File: src/rtl/pipe_pkg.sv
// Shared definitions for the pipeline boundary registers: bubble encoding,
// control-bundle field positions and the per-edge stage action.
package pipe_pkg;

    localparam int          PIPE_CTRL_W    = 24;
    localparam logic [15:0] PIPE_NOP_INSTR = 16'h0800;

    // Field positions inside the packed control bundle from the control block.
    localparam int CTRL_LOAD_BIT   = 0;
    localparam int CTRL_MEMWRT_BIT = 1;
    localparam int CTRL_REGWRT_BIT = 2;
    localparam int CTRL_BRANCH_BIT = 3;
    localparam int CTRL_JUMP_BIT   = 4;
    localparam int CTRL_HALT_BIT   = 5;

    typedef enum logic [2:0] {
        ACT_RST,
        ACT_FLUSH,
        ACT_HOLD,
        ACT_BUBBLE,
        ACT_LOAD
    } stage_act_e;

    // Priority order: reset, flush, hold, bubble, load.
    function automatic stage_act_e pick_action(
        input logic rst_n,
        input logic flush,
        input logic hold,
        input logic bubble
    );
        if (!rst_n)
            return ACT_RST;
        else if (flush)
            return ACT_FLUSH;
        else if (hold)
            return ACT_HOLD;
        else if (bubble)
            return ACT_BUBBLE;
        else
            return ACT_LOAD;
    endfunction

endpackage

File: src/rtl/load_use_tracker.sv
// Load-use hazard detector: remembers destinations of the last LOAD_LAT issued
// loads and flags a decode instruction that reads one of them.
module load_use_tracker
    import pipe_pkg::*;
#(
    parameter int REG_SEL_W = 3,
    parameter int LOAD_LAT  = 1
) (
    input  logic                 clk,
    input  logic                 rst,
    input  logic                 valid_in,
    input  logic                 is_load,
    input  logic [REG_SEL_W-1:0] wr_reg_in,
    input  logic [REG_SEL_W-1:0] rs1_sel,
    input  logic [REG_SEL_W-1:0] rs2_sel,
    input  logic                 uses_rs1,
    input  logic                 uses_rs2,
    input  logic                 mem_stall,
    input  logic                 do_branch,
    output logic                 haz_stall
);

    logic [LOAD_LAT-1:0]  ent_v;
    logic [REG_SEL_W-1:0] ent_rd [LOAD_LAT];
    logic                 hit;

    always_comb begin
        hit = 1'b0;
        for (int i = 0; i < LOAD_LAT; i++) begin
            if (ent_v[i] &&
                ((uses_rs1 && (ent_rd[i] == rs1_sel)) ||
                 (uses_rs2 && (ent_rd[i] == rs2_sel))))
                hit = 1'b1;
        end
    end

    // Register 0 is a real register here, so no zero-select exemption.
    assign haz_stall = rst & valid_in & ~do_branch & hit;

    always_ff @(posedge clk) begin
        if (!rst || do_branch) begin
            ent_v <= '0;
            for (int i = 0; i < LOAD_LAT; i++)
                ent_rd[i] <= '0;
        end else if (!mem_stall) begin
            for (int i = LOAD_LAT - 1; i > 0; i--) begin
                ent_v[i]  <= ent_v[i-1];
                ent_rd[i] <= ent_rd[i-1];
            end
            // A stalled instruction is not issued, so it must not be tracked.
            ent_v[0]  <= valid_in & is_load & ~haz_stall;
            ent_rd[0] <= wr_reg_in;
        end
    end

endmodule

File: src/rtl/id_ex_pipe_reg.sv
// ID/EX pipeline boundary register with hold, flush, bubble and load-use stall.
// Define ID_EX_PERF_EN to add saturating bubble/flush event counters.
module id_ex_pipe_reg
    import pipe_pkg::*;
#(
    parameter int INSTR_W   = 16,
    parameter int PC_W      = 16,
    parameter int DATA_W    = 16,
    parameter int CTRL_W    = PIPE_CTRL_W,
    parameter int REG_SEL_W = 3,
    parameter int LOAD_BIT  = CTRL_LOAD_BIT,
    parameter int LOAD_LAT  = 1,
    parameter logic [INSTR_W-1:0] NOP_INSTR = INSTR_W'(PIPE_NOP_INSTR)
) (
    input  logic                 clk,
    input  logic                 rst,
    input  logic                 valid_in,
    input  logic [INSTR_W-1:0]   instr_in,
    input  logic [PC_W-1:0]      pc_in,
    input  logic [CTRL_W-1:0]    ctrl_in,
    input  logic [REG_SEL_W-1:0] wr_reg_in,
    input  logic [REG_SEL_W-1:0] rs1_sel,
    input  logic [REG_SEL_W-1:0] rs2_sel,
    input  logic                 uses_rs1,
    input  logic                 uses_rs2,
    input  logic [DATA_W-1:0]    rs1_data,
    input  logic [DATA_W-1:0]    rs2_data,
    input  logic                 mem_stall,
    input  logic                 do_branch,
    output logic                 haz_stall,
    output logic                 valid_out,
    output logic [INSTR_W-1:0]   instr_out,
    output logic [PC_W-1:0]      pc_out,
    output logic [CTRL_W-1:0]    ctrl_out,
    output logic [REG_SEL_W-1:0] wr_reg_out,
    output logic [DATA_W-1:0]    rs1_out,
    output logic [DATA_W-1:0]    rs2_out
`ifdef ID_EX_PERF_EN
    ,
    output logic [15:0]          bubble_cnt,
    output logic [15:0]          flush_cnt
`endif
);

    stage_act_e act;

    load_use_tracker #(
        .REG_SEL_W (REG_SEL_W),
        .LOAD_LAT  (LOAD_LAT)
    ) u_tracker (
        .clk       (clk),
        .rst       (rst),
        .valid_in  (valid_in),
        .is_load   (ctrl_in[LOAD_BIT]),
        .wr_reg_in (wr_reg_in),
        .rs1_sel   (rs1_sel),
        .rs2_sel   (rs2_sel),
        .uses_rs1  (uses_rs1),
        .uses_rs2  (uses_rs2),
        .mem_stall (mem_stall),
        .do_branch (do_branch),
        .haz_stall (haz_stall)
    );

    always_comb act = pick_action(rst, do_branch, mem_stall, haz_stall);

    always_ff @(posedge clk) begin
        unique case (act)
            ACT_RST, ACT_FLUSH, ACT_BUBBLE: begin
                valid_out  <= 1'b0;
                instr_out  <= NOP_INSTR;
                pc_out     <= '0;
                ctrl_out   <= '0;
                wr_reg_out <= '0;
                rs1_out    <= '0;
                rs2_out    <= '0;
            end
            ACT_HOLD: begin
            end
            ACT_LOAD: begin
                valid_out  <= valid_in;
                instr_out  <= valid_in ? instr_in : NOP_INSTR;
                ctrl_out   <= valid_in ? ctrl_in : '0;
                pc_out     <= pc_in;
                wr_reg_out <= wr_reg_in;
                rs1_out    <= rs1_data;
                rs2_out    <= rs2_data;
            end
        endcase
    end

`ifdef ID_EX_PERF_EN
    // Flushes of an empty stage and empty decode are not worth counting.
    always_ff @(posedge clk) begin
        if (act == ACT_RST) begin
            bubble_cnt <= '0;
            flush_cnt  <= '0;
        end else begin
            if ((act == ACT_BUBBLE) && (bubble_cnt != 16'hFFFF))
                bubble_cnt <= bubble_cnt + 16'd1;
            if ((act == ACT_FLUSH) && (valid_out || valid_in) && (flush_cnt != 16'hFFFF))
                flush_cnt <= flush_cnt + 16'd1;
        end
    end
`endif

endmodule

File: config.mk
export PLATFORM = sky130hd
export DESIGN_NAME = id_ex_pipe_reg
export DESIGN_NICKNAME = d
export VERILOG_FILES = /design/src/rtl/pipe_pkg.sv /design/src/rtl/load_use_tracker.sv /design/src/rtl/id_ex_pipe_reg.sv
export SDC_FILE = /design/constraint.sdc
export NUM_CORES = 1
export LEC_CHECK = 0
export CAP_MARGIN = 10
export CORE_MARGIN = 4
export CORE_UTILIZATION = 35
export DETAILED_ROUTE_END_ITERATION = 10
export PLACE_DENSITY = 0.73
export SLEW_MARGIN = 20
export SYNTH_ARGS = -nofsm -noshare
export SYNTH_HDL_FRONTEND = slang
export SYNTH_HIERARCHICAL = 1
export SYNTH_SLANG_ARGS = --single-unit
export TNS_END_PERCENT = 50
File: constraint.sdc
create_clock -name clk -period 7.9 [get_ports clk]
set_input_delay 1.58 -clock clk [delete_from_list [all_inputs] [get_ports clk]]
set_output_delay 1.58 -clock clk [all_outputs]
set_load 0.1 [all_outputs]
==> impl_metrics.py <==
metrics = {
    "cells_and_area": {
        "multi_input_area_um2": 761,
        "layout.cells.most_common": "clkdlybuf4s50_1",
        "final_core_util_pct": 57.9,
        "nNetsFinal": 526,
        "fin_cells": 562,
        "regArea_mm2": 0.00287,
        "fin_area_mm2": 0.00597,
        "drive_above_1_share_pct": 4.23,
        "diodes": 0,
        "layout_common_cells": "196 x clkdlybuf4s50_1, 95 x edfxtp_1, 55 x and2_1",
        "syn_to_final_growth_pct": 61.5,
        "fillers": 824,
    },
    "clock_tree": {
        "clk_latency_ps": 350,
        "ctsResizeCount": 0,
        "cts_sinks": 96,
        "h-tree-depth": 3,
        "cts_hold_repair.buffers": 0,
        "cts_made_buffers": 9,
        "post_cts_buffers": 0,
        "clk_pin_slew_worst_paths_ps": 80,
        "clk_path_buf_depth": 2,
        "cts-root-buf": "clkbuf_8",
        "cts_tree": "done",
    },
    "sta": {
        "final_max_slew_viol_count": 0,
        "skew_ps": 5.69,
        "rsz0062_at_grt": "false",
        "max_slew.worst_pin.slew_ps": 1010,
        "fmax_mhz": 180,
        "fin_crit_ps": 5540,
        "setup_viol": 0,
        "setup_tns_ps": 0,
        "setup_slack_ps": 2360,
        "min_period_over_period_pct": 70.2,
        "hold_viol": 0,
        "relSlewSlack_pct": 32.3,
    },
    "global_route": {
        "grt_pass1_vias": 2621,
        "grt_max_degree": 93,
        "overflow": 0,
        "grt_antenna_before_repair": 0,
        "grt_pass1_wl_mm": 13.8,
        "grt_use_total_pct": 14.2,
    },
    "setup_path": {
        "crit_top_cell": "clkdlybuf4s50_1",
        "rrSetupSlack_ps": 6000,
        "cp_num_buf_inv": 3,
        "r2r_cells": 6,
        "crit_type": "in -> out",
        "cp-start-kind": "primary input",
        "critPathArrivalTime_ps": 3960,
        "cpMaxStageDelayCell": "clkdlybuf4s50_1",
        "path_cells": "clkdlybuf4s50_1 -> buf_4 -> nand3_1 -> a21oi_1 -> clkdlybuf4s50_1",
        "worstPathMaxFanout": 44,
        "reg2reg_to": "ctrl_out[16]$_SDFFCE_PN0P_",
        "cp_top_family": "buffers and inverters",
        "max_stage_delay_ps": 1200,
        "r2r_start": "u_tracker/ent_rd[0][0]$_SDFFCE_PN0P_",
        "critical_path.endpoint_type": "output port",
        "required_ps": 6320,
        "crit_start": "valid_in",
    },
    "synth": {
        "synth_cells": 225,
        "yosysSeqAreaShare_pct": 77.7,
        "yosysTopAreaCell": "edfxtp_1",
        "synth_top_area_share_pct": 77.1,
        "synth_top_cells_by_area": "edfxtp_1 77%, and2_1 9.3%, and3_1 6.6%",
        "syn_area_mm2": 0.00370,
        "ys_warn_count": 6,
        "avgSynthCellArea_um2": 16.4,
        "yosysUniqueCellTypes": 20,
        "synthesis.nets": 329,
        "synth_seq_cells": 96,
    },
    "min_path": {
        "min_path_type": "reg -> reg",
        "worstHoldPathCells": 3,
        "worstHoldStart": "u_tracker/ent_v$_SDFFE_PP0N_",
        "whs_endpoint": "u_tracker/ent_v$_SDFFE_PP0N_",
    },
    "pwr": {
        "intPower_mw": 0.826,
        "p_switching_mw": 0.405,
        "p_leak_nw": 2.38,
        "ir_drop_v": 0.000102,
        "seqPwrFrac_pct": 48.4,
        "comb_power_share_pct": 27.5,
        "pwr-share-clk_pct": 24.1,
        "p_sw_share_pct": 32.9,
        "power_density_mw_per_mm2": 206,
    },
    "floorplan": {
        "die_area_mm2": 0.0123,
        "fp-row-count": 37,
        "die_w_um": 111,
        "start_util_pct": 35.8,
        "core_mm2": 0.0103,
        "chipHeight_um": 111,
        "pin_count": 197,
    },
    "route": {
        "dr.pass1.iters": 4,
        "drc": 0,
        "drtAntennaViolNets": 0,
        "finalWirelength_mm": 8.81,
        "num_vias": 2491,
        "drt_iter0_drc": 92,
        "wire_per_inst_um": 15.7,
        "viasPerCell": 4.43,
    },
    "placement": {
        "place_hpwl_mm": 6.47,
        "io_buffer_count": 196,
        "place_area_mm2": 0.00580,
        "gp_congestion": 0.770,
        "pre_cts_ws_ps": 2330,
        "dp.cells": 547,
    },
    "status": {
        "status": "complete, no violations",
    },
    "job": {
        "cap_viol_max_count": 0,
    },
}
registers in the layout, summed over array words and instances, names as in the netlist:
register	flops
valid_out	1
u_tracker/ent_rd	3
u_tracker/ent_v	1
rs1_out	16
wr_reg_out	3
ctrl_out	24
instr_out	16
pc_out	16
rs2_out	16
layer usage:
layer | GRT usage (%) | vias to the layer above | part of all wire, %
met5 | 0 | - | 0
met4 | 5.09 | 0 | 1.6
met3 | 5.84 | 12 | 10
met2 | 25.0 | 122 | 51
met1 | 15.3 | 1148 | 38
li1 | - | 1209 | -
worst max path at each step:
stage | to | slack [ps] | depth (start not counted)
floorplan | haz_stall | 2930 | 3
global placement | haz_stall | 2370 | 5
detailed placement | haz_stall | 2330 | 5
CTS | haz_stall | 2320 | 5
global route | haz_stall | 2220 | 5
finish | haz_stall | 2360 | 5
power by group through the flow:
stage          logic, mW  registers [mW]  clock network (mW)
2_1_floorplan     0.0229           0.815                   0
3_3_place_gp       0.339           0.607                   0
3_5_place_dp       0.340           0.608                   0
4_1_cts            0.341           0.596               0.306
5_1_grt            0.348           0.599               0.330
6_report           0.339           0.596               0.296
worst reg2reg max path, stage by stage, from the launching register on:
cell	delay (ps)
edfxtp_1	440
xnor2_1	180
nand4_1	160
a21oi_1	300
nor4b_4	80
buf_4	250
and3_1	250
synthesized netlist by cell type, drive strengths merged:
| master | n |
|---|---|
| o21ai | 1 |
| dfxtp | 1 |
| nand4 | 2 |
| and4 | 1 |
| nand3b | 3 |
| clkbuf | 9 |
| nor2b | 2 |
| nand3 | 1 |
| edfxtp | 95 |
| a21oi | 1 |
| a32o | 1 |
| nor4b | 1 |
| nand2 | 2 |
| and3 | 39 |
| and2 | 55 |
| buf | 5 |
| xnor2 | 6 |
layout make-up:
class | count | share of cell area (%)
clock buffers | 9 | 2.07
clock inverters | 6 | 0.859
multi-input cells | 115 | 12.7
flip-flops and latches | 96 | 48.1
well taps | 136 | 2.85
repair buffers | 200 | 33.4
through the flow:
step / power (mW) / hold WS, ps
floorplan: 0.838 / 564
global placement: 0.945 / 610
detailed placement: 0.948 / 621
CTS: 1.24 / 641
global route: 1.28 / 683
finish: 1.23 / 637
cells by family after synthesis:
| logic type | share of synthesized area [%] |
|---|---|
| AND/OR/NAND/NOR | 18.4 |
| flip-flops | 77.7 |
| buffers and inverters | 2.00 |
| AO/OA/AOI/OAI | 0.541 |
| XOR/XNOR | 1.42 |
Power figures use the tool's default switching activity.
